## config.mk

```make
export PLATFORM = sky130hd
export DESIGN_NAME = data_c_pipe_intc_s2m_with_id
export DESIGN_NICKNAME = d
export VERILOG_FILES = /design/src/rtl/data_c_pipe_intc_s2m_with_id.sv
export SDC_FILE = /design/constraint.sdc
export NUM_CORES = 1
export LEC_CHECK = 0
export CORE_UTILIZATION = 49
export DETAILED_ROUTE_END_ITERATION = 16
export PLACE_DENSITY = 0.81
export RECOVER_POWER = 50
export SYNTH_ARGS = -nofsm -noshare
export SYNTH_HDL_FRONTEND = slang
export SYNTH_SLANG_ARGS = --single-unit
```

## constraint.sdc

```tcl
create_clock -name clock -period 2.6 [get_ports clock]
set_clock_uncertainty 0.05 [all_clocks]
set_input_delay 0.52 -clock clock [delete_from_list [all_inputs] [get_ports clock]]
set_output_delay 0.52 -clock clock [all_outputs]
set_load 0.01 [all_outputs]
```

## src/rtl/data_c_pipe_intc_s2m_with_id.sv

```systemverilog
// Single-slave to NUM-master demultiplexer: each beat is routed to m00[sid]
// through a registered output stage plus one skid entry; out-of-range IDs are dropped and counted.
module data_c_pipe_intc_s2m_with_id #(
    parameter int NUM    = 8,
    parameter int IDSIZE = 3,
    parameter int DSIZE  = 32
) (
    input  logic                clock,
    input  logic                rst_n,
    input  logic [IDSIZE-1:0]   sid,
    input  logic [DSIZE-1:0]    s00_data,
    input  logic                s00_valid,
    output logic                s00_ready,
    output logic [DSIZE-1:0]    m00_data,
    output logic [NUM-1:0]      m00_valid,
    input  logic [NUM-1:0]      m00_ready,
    output logic                err_id,
    output logic [15:0]         drop_cnt
);

    localparam logic [IDSIZE:0] NUM_W = (IDSIZE+1)'(NUM);

    logic                out_vld_q, out_vld_d;
    logic [IDSIZE-1:0]   out_id_q, out_id_d;
    logic [DSIZE-1:0]    out_data_q, out_data_d;
    logic                skd_vld_q, skd_vld_d;
    logic [IDSIZE-1:0]   skd_id_q, skd_id_d;
    logic [DSIZE-1:0]    skd_data_q, skd_data_d;
    logic                s00_ready_q, s00_ready_d;
    logic                err_id_q, err_id_d;
    logic [15:0]         drop_cnt_q, drop_cnt_d;

    logic                sel_rdy_s;
    logic                ohs_s;
    logic                ihs_s;
    logic                bad_id_s;
    logic                good_s;

    // Ready of the port addressed by the beat currently in the output register
    always_comb begin
        sel_rdy_s = 1'b0;
        for (int k = 0; k < NUM; k++) begin
            if (out_id_q == IDSIZE'(k)) begin
                sel_rdy_s = m00_ready[k];
            end else begin
                sel_rdy_s = sel_rdy_s;
            end
        end
    end

    assign ohs_s    = out_vld_q && sel_rdy_s;
    assign ihs_s    = s00_valid && s00_ready_q;
    assign bad_id_s = ({1'b0, sid} >= NUM_W);
    assign good_s   = ihs_s && !bad_id_s;

    // Next state of the output/skid pair; the skid always drains before a new input can reach out
    always_comb begin
        out_vld_d  = out_vld_q;
        out_id_d   = out_id_q;
        out_data_d = out_data_q;
        skd_vld_d  = skd_vld_q;
        skd_id_d   = skd_id_q;
        skd_data_d = skd_data_q;
        if (!out_vld_q || ohs_s) begin
            if (skd_vld_q) begin
                out_vld_d  = 1'b1;
                out_id_d   = skd_id_q;
                out_data_d = skd_data_q;
                skd_vld_d  = good_s;
                if (good_s) begin
                    skd_id_d   = sid;
                    skd_data_d = s00_data;
                end else begin
                    skd_id_d   = skd_id_q;
                    skd_data_d = skd_data_q;
                end
            end else if (good_s) begin
                out_vld_d  = 1'b1;
                out_id_d   = sid;
                out_data_d = s00_data;
            end else begin
                out_vld_d  = 1'b0;
            end
        end else if (good_s) begin
            skd_vld_d  = 1'b1;
            skd_id_d   = sid;
            skd_data_d = s00_data;
        end else begin
            skd_vld_d  = skd_vld_q;
        end
    end

    // Ready, drop pulse and saturating drop counter
    always_comb begin
        s00_ready_d = !skd_vld_d;
        err_id_d    = ihs_s && bad_id_s;
        if (err_id_d && (drop_cnt_q != 16'hFFFF)) begin
            drop_cnt_d = drop_cnt_q + 16'd1;
        end else begin
            drop_cnt_d = drop_cnt_q;
        end
    end

    // State registers
    always_ff @(posedge clock or negedge rst_n) begin
        if (!rst_n) begin
            out_vld_q   <= 1'b0;
            out_id_q    <= '0;
            out_data_q  <= '0;
            skd_vld_q   <= 1'b0;
            skd_id_q    <= '0;
            skd_data_q  <= '0;
            s00_ready_q <= 1'b0;
            err_id_q    <= 1'b0;
            drop_cnt_q  <= 16'd0;
        end else begin
            out_vld_q   <= out_vld_d;
            out_id_q    <= out_id_d;
            out_data_q  <= out_data_d;
            skd_vld_q   <= skd_vld_d;
            skd_id_q    <= skd_id_d;
            skd_data_q  <= skd_data_d;
            s00_ready_q <= s00_ready_d;
            err_id_q    <= err_id_d;
            drop_cnt_q  <= drop_cnt_d;
        end
    end

    // Port valids decoded from the registered head beat
    always_comb begin
        m00_valid = '0;
        for (int k = 0; k < NUM; k++) begin
            m00_valid[k] = out_vld_q && (out_id_q == IDSIZE'(k));
        end
    end

    assign m00_data  = out_data_q;
    assign s00_ready = s00_ready_q;
    assign err_id    = err_id_q;
    assign drop_cnt  = drop_cnt_q;

endmodule

```

# Yosys cells after proc, flatten, opt, wreduce, memory -nomap -nowiden

Index checks and enable logic that the tools add are counted.

Reduce and logical (&&, ||, !) cells: 16
Mux-type cells: 23
Eq/ne operators: 8

Operator list:

| kind                                                            | count |
|---|---|
| 32-bit two-way mux                                              | 5 |
| 3-bit two-way mux                                               | 5 |
| 1-bit two-way mux                                               | 13 |
| 3-bit == test, second input constant                            | 4 |
| 1-bit logical AND                                               | 10 |
| 3-bit by 2-bit == test with 1-bit output, second input constant | 2 |
| 3-bit by 1-bit == test with 1-bit output, second input constant | 1 |
| 3-bit logical NOT                                               | 1 |
| 1-bit logical NOT                                               | 2 |
| 2-bit != test, second input constant                            | 1 |
| 2-bit AND reduction                                             | 1 |
| 2-bit nonzero test                                              | 1 |
| 1-bit logical OR                                                | 1 |

Word-level logic and storage cells: 54
Flip-flop bits (word level): 73
Output and inout bits: 58

# Longest topological paths before layout

Word-level depth: 13
Gate-level depth with buffers: 8
Gate-level depth less buffers: 5

# Least setup slack after synthesis

No wires, ideal clock.

Path kind: register to register
From: register out_id_q[0]
To: register skd_data_q[0]
Arrival: 1.799 ns
Setup slack: 0.626 ns
Required time: 2.425 ns
Cell stages (with the launch flop): 9
Library setup time: 0.125 ns
Cell sequence: dfrtp_1 buf_6 o211ai_1 o2111ai_1 o211a_1 a21o_1 buf_6 buf_6 mux2_4

Word-level cells in the longest chain between the ends: 12
Elaborated cells on any way between the ends: 20

RTL lines:

| element                                                       | RTL line | source |
|---|---|---|
| from (decl)                                                   | 24       | `logic [IDSIZE-1:0] out_id_q, out_id_d;` |
| from (signal assigned)                                        | 118      | `out_id_q <= out_id_d;` |
| 3-bit logical NOT                                             | 43       | `if (out_id_q == IDSIZE'(k)) begin` |
| 1-bit two-way mux (7 in series)                               | 43       |  |
| 1-bit two-way mux *                                           | 43       |  |
| 1-bit logical AND *                                           | 51       | `assign ohs_s = out_vld_q && sel_rdy_s;` |
| 1-bit logical OR *                                            | 64       | `if (!out_vld_q \|\| ohs_s) begin` |
| 2-bit != test (no line) or 32-bit two-way mux (tied branches) | n/a      |  |
| to (signal assigned)                                          | 122      | `skd_data_q <= skd_data_d;` |
| to (decl)                                                     | 28       | `logic [DSIZE-1:0] skd_data_q, skd_data_d;` |

Every way passes the cells marked *; elsewhere a longest branch is shown, timed or not.
A chain may end at the register's enable or synchronous reset.

# Final worst setup path

From: register out_id_q[0]
To: output port m00_valid[5]

Word-level cells in the longest chain between the ends: 2

RTL lines:

| element           | RTL line | source |
|---|---|---|
| 3-bit == test     | 133      | `m00_valid[k] = out_vld_q && (out_id_q == IDSIZE'(k));` |
| 1-bit logical AND | 133      |  |
| to (decl)         | 15       | `output logic [NUM-1:0] m00_valid,` |

No other way between the ends.

==> out/results.tsv <==
stage	metric	value	unit
yosys	top cell type by total area after synthesis	dfrtp_1	
yosys	Post-synth top cells	dfrtp_1 (73), nor2_1 (44), inv_1 (36), or2_2 (36), a31oi_1 (35)	
clock_network	CTS max path bufs	2	
global_routing	grt total ovfl	0	
worst_setup_path	r2r setup slk	0.33	ns
pwr	Pwr Total	7.23	mW
worst_setup_path	CP Class	flip-flop to primary output	
routing	Total Wirelength	8810	um
sta	fin crit share	0.921	
placement	Placed Area	4820	um2
flow_run	MaxCap Viol Count	0	
worst_setup_path	Crit. End Element	primary output	
yosys	async set-reset flop share out of synthesis	1.00	
yosys	Post-synth EDFFs	0	
hold_path	worst hold path class	primary input to asynchronous set/reset pin	
placement	placed insts	537	
routing	drc violations	0	
yosys	synthesized cell area	3930	um2
final_layout	non-filler instance count after layout	553	
clock_network	H-tree level count	3	
global_routing	largest net degree at the start of global routing	43	
final_layout	layout cells sized above 1	0.304	
placement	PortBufs	86	
pwr	Lkg Pwr	2.27	nW
yosys	#FFs+latches synth	73	
sta	RSZ-0062 raised after global routing	no	
final_layout	nets@finish	492	
clock_network	clock slew at reported path FFs	0.08	ns
yosys	Synth top area share	0.465	
die	io pins	104	
yosys	Synth area leaders	dfrtp_1 (46%), mux2_4 (11%), o221a_2 (9.5%)	
final_layout	number of diodes	0	
clock_network	Setup Fix Bufs, Post-CTS	0	
sta	final setup violation count	0	
routing	initial DRC count	126	
yosys	average instance area after synthesis	10.7	um2
sta	Worst-Margin Slew	0.998	ns
global_routing	first-pass GRT wire length	14600	um
die	Row Count	32	
status	run status	finished clean	
clock_network	CTS-repair resized insts	0	
die	Die H	91.6	um
die	Die ar.	8390	um2
worst_setup_path	Startpoint Class	flip-flop	
yosys	Syn. warnings	0	
die	Initial Util	0.509	
worst_setup_path	CP Data Arrival Time	1.82	ns
global_routing	number of global-route vias before repair	3026	
worst_setup_path	reg2reg path depth	6	
routing	WL/cell	15.9	um
placement	Final HPWL DP	6000	um
worst_setup_path	CP required	2.03	ns
routing	Post-DRT Antenna Nets	0	
sta	Setup TNS	0	ns
sta	Max Fclk	418	MHz
global_routing	initial antenna violation count	0	
yosys	cell with the most instances after synthesis	dfrtp_1	
sta	Max Slew Vio Count	0	
yosys	Cells after Synth	366	
die	die extent in x	91.6	um
yosys	register area share after synthesis	0.465	
yosys	top_reg_cell synth	dfrtp_1	
worst_setup_path	critical-path maximum fanout	12	
clock_network	CTS Buf Count	9	
clock_network	TritonCTS clock tree	done	
sta	worst rel slew slack	0.335	
clock_network	Clock Latency Late Sink	0.35	ns
global_routing	GR Util All Layers	0.222	
routing	DRT Pass-1 Iters	4	
sta	Final Hold Vio Count	0	
clock_network	total clock sinks	73	
die	CORE AREA	7730	um2
placement	gp weighted congestion	0.791	
routing	Via density	5.33	
yosys	post-synth cell types	34	
final_layout	Area Growth Syn to Fin	27.4	%
routing	via count	2949	
pwr	worst IR drop on VDD	0.771	mV
final_layout	post-layout util	0.648	
clock_network	Root Buffer	clkbuf_8	
clock_network	Hold Buf Count CTS	0	
pwr	P per Cell Area	1440	nW/um2
final_layout	design area	5010	um2
sta	Tmin final	2.39	ns
[registers in the layout, indices dropped and copies added, names as in the netlist]
signal / count
skd_id_q: 3
out_vld_q: 1
out_id_q: 3
skd_vld_q: 1
m00_data: 32
s00_ready: 1
skd_data_q: 32
[metal layers]
layer  share of wire  vias to the layer above  wire (um)  GRT usage
met5               0                        -          0          0
li1                -                     1405          -          -
met4           0.014                        0        119     0.0688
met1            0.44                     1454       3890      0.285
met3           0.047                        9        410     0.0586
met2            0.50                       81       4390      0.367
[worst max-delay path: stages, from the launching register on]
cell	delay (ns)
dfrtp_1	0.54
or2b_1	0.30
nor2_1	0.09
clkdlybuf4s50_1	0.54
[final timing paths]
| kind | startpoint | to |
|---|---|---|
| min in group clock | skd_data_q[18]$_DFFE_PN0P_ | skd_data_q[18]$_DFFE_PN0P_ |
| worst max register to register | out_id_q[0]$_DFFE_PN0P_ | m00_data[20]$_DFFE_PN0P_ |
| worst min register to register | skd_data_q[18]$_DFFE_PN0P_ | skd_data_q[18]$_DFFE_PN0P_ |
| worst min-delay path | rst_n | skd_data_q[18]$_DFFE_PN0P_ |
| max in group asynchronous | rst_n | out_vld_q$_DFFE_PN0N_ |
| worst max-delay path | out_id_q[0]$_DFFE_PN0P_ | m00_valid[5] |
[power breakdown]
part / switching, mW / total [mW] / leakage [nW] / internal [mW]
Combinational: 1.73 / 4.09 / 1.32 / 2.36
Clock: 0.456 / 0.907 / 0.100 / 0.451
Sequential: 0.464 / 2.23 / 0.850 / 1.77
[cell type report]
type	instances	area, um2
fillers	591	2720
flip-flops and latches	73	1830
multi-input cells	226	1740
repair buffers	100	978
inverters	36	135
well taps	102	128
clock buffers	9	124
clock inverters	7	77.6
[through the flow]
stage | hold WS, ns | setup slack (ns)
after detailed placement | 0.449 | 0.0639
after CTS | 0.0952 | 0.188
final | 0.279 | 0.206
after global routing | 0.352 | 0.0871
after global placement | 0.440 | 0.133
after floorplan | 0.174 | 0.626
[cell usage in the layout, fill, tap and decap left out, types with 2 or more instances in the layout]
master | Yosys | routed
a31oi_1 | 35 | 35
buf_12 | 0 | 2
buf_4 | 19 | 10
clkbuf_1 | 15 | 2
clkbuf_8 | 0 | 9
clkdlybuf4s50_1 | 0 | 65
clkinv_4 | 0 | 2
conb_1 | 1 | 17
dfrtp_1 | 73 | 73
dlygate4sd3_1 | 0 | 20
inv_1 | 36 | 36
inv_6 | 0 | 2
mux2_2 | 5 | 5
mux2_4 | 30 | 30
nand2_1 | 3 | 3
nand2b_1 | 2 | 2
nor2_1 | 44 | 44
nor3_1 | 2 | 2
o2111ai_1 | 2 | 2
o221a_1 | 2 | 2
o221a_2 | 33 | 33
or2_2 | 36 | 36
[logic make-up after synthesis]
kind of cell	Yosys count	share of synthesized area
compound gates	77	0.170
mux	36	0.131
flops	73	0.465
buf+inv	83	0.109
other cells	1	0.000954
simple gates	96	0.124
No activity file was read; power rests on OpenSTA's default activity.
